**config.mk**
```make
export PLATFORM = sky130hd
export DESIGN_NAME = apb_master_ctrl
export DESIGN_NICKNAME = d
export VERILOG_FILES = /design/src/rtl/apb_master_ctrl.sv
export SDC_FILE = /design/constraint.sdc
export NUM_CORES = 1
export LEC_CHECK = 0
export ABC_AREA = 1
export BUFFER_PORTS_ARGS = -buffer_cell sky130_fd_sc_hd__clkbuf_2
export CAP_MARGIN = 15
export CORE_MARGIN = 3
export CORE_UTILIZATION = 46
export CTS_CLUSTER_SIZE = 28
export DETAILED_ROUTE_END_ITERATION = 12
export HOLD_SLACK_MARGIN = 0.12
export PLACE_DENSITY = 0.79
export SLEW_MARGIN = 20
export SYNTH_ARGS = -nofsm -noshare
export SYNTH_HDL_FRONTEND = slang
export SYNTH_SLANG_ARGS = --single-unit
```
**constraint.sdc**
```tcl
create_clock -name pclk -period 2.05 [get_ports pclk]
set_input_delay 0.1025 -clock pclk [delete_from_list [all_inputs] [get_ports pclk]]
set_output_delay 0.1025 -clock pclk [all_outputs]
set_load 0.1 [all_outputs]
```
**src/rtl/apb_master_ctrl.sv**
```systemverilog
// APB master controller: one outstanding command at a time, address decode
// to a one-hot pselx, IDLE/SETUP/ACCESS sequencing, wait-state counting,
// pready timeout, and a single response pulse per accepted command.
//
// Handshakes: a command transfers on a rising pclk edge where
// req_valid & req_ready are both 1. req_ready is high only in IDLE.
// rsp_valid is a one-cycle pulse with no backpressure. The rsp_* fields
// hold their values until the next response.
module apb_master_ctrl #(
    parameter int NO_OF_SLAVES   = 1,
    parameter int ADDRESS_WIDTH  = 32,
    parameter int DATA_WIDTH     = 32,
    parameter int SLAVE_SPAN     = 16,
    parameter int TIMEOUT_CYCLES = 16
) (
    input  logic                      pclk,
    input  logic                      preset,
    // command port
    input  logic                      req_valid,
    output logic                      req_ready,
    input  logic                      req_write,
    input  logic [ADDRESS_WIDTH-1:0]  req_addr,
    input  logic [DATA_WIDTH-1:0]     req_wdata,
    input  logic [DATA_WIDTH/8-1:0]   req_strb,
    input  logic [2:0]                req_prot,
    // response port
    output logic                      rsp_valid,
    output logic [DATA_WIDTH-1:0]     rsp_rdata,
    output logic                      rsp_slverr,
    output logic                      rsp_timeout,
    output logic [7:0]                rsp_wait_states,
    // APB bus
    output logic [NO_OF_SLAVES-1:0]   pselx,
    output logic                      penable,
    output logic                      pwrite,
    output logic [ADDRESS_WIDTH-1:0]  paddr,
    output logic [DATA_WIDTH-1:0]     pwdata,
    output logic [DATA_WIDTH/8-1:0]   pstrb,
    output logic [2:0]                pprot,
    input  logic                      pready,
    input  logic [DATA_WIDTH-1:0]     prdata,
    input  logic                      pslverr,
    // debug view of the FSM state
    output logic [1:0]                fsm_state
);

    localparam int CNT_W    = $clog2(TIMEOUT_CYCLES + 1);
    localparam int SPAN_LOG = $clog2(SLAVE_SPAN);

    localparam logic [1:0] ST_IDLE   = 2'd0;
    localparam logic [1:0] ST_SETUP  = 2'd1;
    localparam logic [1:0] ST_ACCESS = 2'd2;
    localparam logic [1:0] ST_RESP   = 2'd3;

    localparam logic [CNT_W-1:0] CNT_LIMIT = CNT_W'(TIMEOUT_CYCLES);

    logic [1:0]               state;
    logic [CNT_W-1:0]         wait_cnt;
    logic [CNT_W-1:0]         wait_cnt_inc;
    logic [ADDRESS_WIDTH-1:0] req_idx;
    logic                     decode_hit;
    logic [NO_OF_SLAVES-1:0]  decode_sel;

    // Saturate the wait counter to the 8-bit response field.
    function automatic logic [7:0] sat8(input logic [CNT_W-1:0] v);
        logic [31:0] wide;
        wide = 32'(v);
        return (wide > 32'd255) ? 8'hFF : wide[7:0];
    endfunction

    assign req_ready    = (state == ST_IDLE);
    assign fsm_state    = state;
    assign wait_cnt_inc = wait_cnt + CNT_W'(1);

    // Slave index is the address divided by the span; anything past the
    // last slave is a decode miss and never touches the bus.
    assign req_idx    = req_addr >> SPAN_LOG;
    assign decode_hit = (req_idx < ADDRESS_WIDTH'(NO_OF_SLAVES));
    assign decode_sel = NO_OF_SLAVES'(1) << req_idx;

    // FSM, APB drive, wait counting and response capture.
    always_ff @(posedge pclk) begin
        if (preset) begin
            state           <= ST_IDLE;
            wait_cnt        <= '0;
            pselx           <= '0;
            penable         <= 1'b0;
            pwrite          <= 1'b0;
            paddr           <= '0;
            pwdata          <= '0;
            pstrb           <= '0;
            pprot           <= '0;
            rsp_valid       <= 1'b0;
            rsp_rdata       <= '0;
            rsp_slverr      <= 1'b0;
            rsp_timeout     <= 1'b0;
            rsp_wait_states <= '0;
        end else begin
            rsp_valid <= 1'b0;
            case (state)
                ST_IDLE: begin
                    if (req_valid) begin
                        pwrite <= req_write;
                        paddr  <= req_addr;
                        pwdata <= req_wdata;
                        pstrb  <= req_write ? req_strb : '0;
                        pprot  <= req_prot;
                        if (decode_hit) begin
                            pselx <= decode_sel;
                            state <= ST_SETUP;
                        end else begin
                            // Decode miss: answer directly with an error.
                            state           <= ST_RESP;
                            rsp_valid       <= 1'b1;
                            rsp_rdata       <= '0;
                            rsp_slverr      <= 1'b1;
                            rsp_timeout     <= 1'b0;
                            rsp_wait_states <= '0;
                        end
                    end
                end

                ST_SETUP: begin
                    penable  <= 1'b1;
                    wait_cnt <= '0;
                    state    <= ST_ACCESS;
                end

                ST_ACCESS: begin
                    if (pready) begin
                        pselx           <= '0;
                        penable         <= 1'b0;
                        state           <= ST_RESP;
                        rsp_valid       <= 1'b1;
                        rsp_rdata       <= (!pwrite && !pslverr) ? prdata : '0;
                        rsp_slverr      <= pslverr;
                        rsp_timeout     <= 1'b0;
                        rsp_wait_states <= sat8(wait_cnt);
                    end else begin
                        wait_cnt <= wait_cnt_inc;
                        if (wait_cnt_inc == CNT_LIMIT) begin
                            // Slave never answered: abort the transfer.
                            pselx           <= '0;
                            penable         <= 1'b0;
                            state           <= ST_RESP;
                            rsp_valid       <= 1'b1;
                            rsp_rdata       <= '0;
                            rsp_slverr      <= 1'b1;
                            rsp_timeout     <= 1'b1;
                            rsp_wait_states <= sat8(wait_cnt_inc);
                        end
                    end
                end

                ST_RESP: begin
                    state <= ST_IDLE;
                end

                default: begin
                    state <= ST_IDLE;
                end
            endcase
        end
    end

endmodule

```
==> metrics.md <==
| Metric | Value |
|---|---|
| Status | completed |
| Starting Density | between 40% and 50% |
| TritonCTS clock tree | built |
| Die span in x | 109 um |
| Fin nets | around 1,100 |
| # rows | 36 |
| HPWL Detailed | approximately 9900 um |
| Fin. Hold Viols | 0 |
| Final Slew Violations | 0 |
| Share of the synthesized area in the top cell type | 49.7% |
| IO Pins | ~230 |
| Synth Cell Area | roughly 4900 sq um |
| # Max-Cap Violations | 0 |
| DIE AREA | approximately 12,000 sq um |
| Most common cell after layout, fill and taps aside | clkbuf_2 |
| CP endpoint kind | flop |
| Grt total ovfl | 0 |
| Post-Syn Instances | slightly below 700 |
| Synth area leader | dfxtp_1 |
| Reg area | ~2400 sq um |
| DR WL/cell | 15.1 um |
| Multi-input logic area | a little over 2000 sq um |
| Root buf cell | clkbuf_8 |
| CP Launch Type | flop |
| Most frequent cells in the layout | clkbuf_2, nor2_1, dfxtp_1 |
| Crit Path Class | reg2reg |
| Hold WS | between 300 and 400 ps |
| Seq/Total Area, Yosys | approximately half |
| Fmax | around 530 MHz |
| #FFs+latches synth | 121 |
| Setup Skew | about 5.5 ps |
| Initial detailed-routing violation count | around 420 |
| Pre-antenna DRT Iters | 5 |
| Overall Global Routing Usage | between 30% and 40% |
| Die H | approximately 110 um |
| H-tree levels | 4 |
| Vias in the first global route | between 5,000 and 6,000 |
| Filler Cell Count | around 630 |
| Area grow syn2layout | 60.0% |
| Synth Warn # | 0 |
| Drt total wl | between 15,000 and 20,000 um |
| Yosys cell types | 25 |
| CTS Buf Count | 17 |
| Syn avg cell area | 7.11 sq um |
| R2r startpoint | wait_cnt[1]$_SDFFE_PP0P_ |
| Longest Clk Path Bufs | 2 |
| Vias/cell | about 5 |
| Pin count of the biggest net entering global routing | just under 70 |
| Core footprint | around 10,000 sq um |
| First-pass GRT wire length | 28,000 um |
| Critical Path RT | ~2500 ps |
| Worst-path clk slew | roughly 60 ps |
| Period utilization | 91.7% |
| IO Port Bufs | 225 |
| Hold Startpoint | prdata[1] |
| DRC viols | 0 |
| Total number of vias | between 5,000 and 6,000 |
| Slew HR | between 50% and 60% |
| Max FO, Critical Path | 31 |
| Final Wtd Congestion | approximately 0.9 |
| Reg2reg path depth | 12 |
| Top post-synthesis cells by area | dfxtp_1, nor2_1, nand2_1, o21ai_0, a21oi_1 |
| Critical path arrival | 2320 ps |
| CTS Sinks | between 100 and 150 |
| Worst Hold Class | in2reg |
| Final setup viols | 0 |
| CP startpoint | wait_cnt[1]$_SDFFE_PP0P_ |
| WHS Path Cells | 4 |
| Post-route ant nets | 0 |
| Antenna violations before repair | 1 |
| Clock Latency Late Sink | a little over 500 ps |
| Layout cells sized above 1 | ~28% |
| Min cycle time layout | roughly 1900 ps |
| Measured slew at the worst slew-check pin | ~600 ps |
[Yosys cell counts]
library cell / instances
a21oi_1: 52
buf_2: 9
buf_4: 4
buf_6: 4
clkbuf_1: 24
clkinv_1: 2
conb_1: 1
dfxtp_1: 121
ha_1: 4
inv_1: 55
inv_2: 4
nand2_1: 116
nand2_2: 2
nand2_4: 1
nand3_1: 4
nand3_2: 1
nand3_4: 1
nand4_1: 8
nor2_1: 193
nor2_4: 1
nor3_1: 2
o21ai_0: 72
o21ai_2: 2
or2_1: 1
xnor2_1: 1
[area by class of cell]
class,instances,share of cell area (%)
inverter,61,2.94
timing repair buffer,348,30.1
multi-input combinational,464,26.1
sequential,121,31.2
tap,133,2.13
antenna,2,0.0642
clock inverter,15,2.13
clock buffer,17,5.31
[critical path: stages (launching register included)]
cell      delay (ps)
dfxtp_1          390
ha_1             210
nand2_1           80
clkinv_1          90
nand3_1           70
nand2_1          110
nand3_2           90
nand2_2          110
nand3_4          150
buf_12           210
nand2_1          100
nand2_1           80
nor2_1           130
[what timing repair did]
action,in CTS,in global routing
setup buffers,0,4
gates resized for setup,0,3
hold endpoints to repair,117,0
hold buffers,108,0
setup endpoints to repair,0,34
[metrics by stage]
stage | setup slack [ps] | utilization (%) | cells | TNS (ps) | cell area (sq um)
detailed placement | 210 | 60.7 | 1015 | 0 | 6090
finish | 170 | 77.6 | 1161 | 0 | 7790
global route | -4.34 | 77.6 | 1160 | -5.32 | 7790
floorplan | 72.7 | - | 687 | 0 | 4900
global placement | 311 | 60.7 | 1015 | 0 | 6090
CTS | 154 | 77.2 | 1155 | 0 | 7750
[routing by layer]
layer / GRT usage (%) / wire (um) / up-vias
met4: 22.4 / 1270 / 0
met3: 9.53 / 1130 / 113
li1: - / - / 2804
met5: 0 / 0 / -
met1: 32.1 / 6360 / 2610
met2: 50.5 / 8820 / 297
[flip-flops by register name, indices dropped and copies added, names as in the netlist, 2 cells and up]
signal,count
rsp_rdata,32
rsp_wait_states,5
pstrb,4
wait_cnt,5
pprot,3
fsm_state,2
pwdata,32
paddr,32
[kinds of logic (layout without fill, tap and decap cells)]
| family | count (synthesis) | after routing | synth area share [%] |
|---|---|---|---|
| flops | 121 | 121 | 49.7 |
| xor+xnor | 1 | 1 | 0.180 |
| buf+inv | 102 | 441 | 9.02 |
| simple gates | 330 | 330 | 26.9 |
| compound gates | 126 | 126 | 13.1 |
| other cells | 1 | 5 | 0.0770 |
| fa+ha+maj | 4 | 4 | 1.03 |
[worst paths after layout]
path | end | slack (ps)
hold / removal | rsp_rdata[1]$_SDFFE_PP0P_ | 360
hold reg to reg | pstrb[2]$_SDFFE_PP0P_ | 460
setup reg to reg | rsp_rdata[20]$_SDFFE_PP0P_ | 170
setup / recovery | rsp_rdata[20]$_SDFFE_PP0P_ | 170
Power is not shown: default switching activity piles up to over one toggle a cycle in this logic, so the estimate is an artifact.
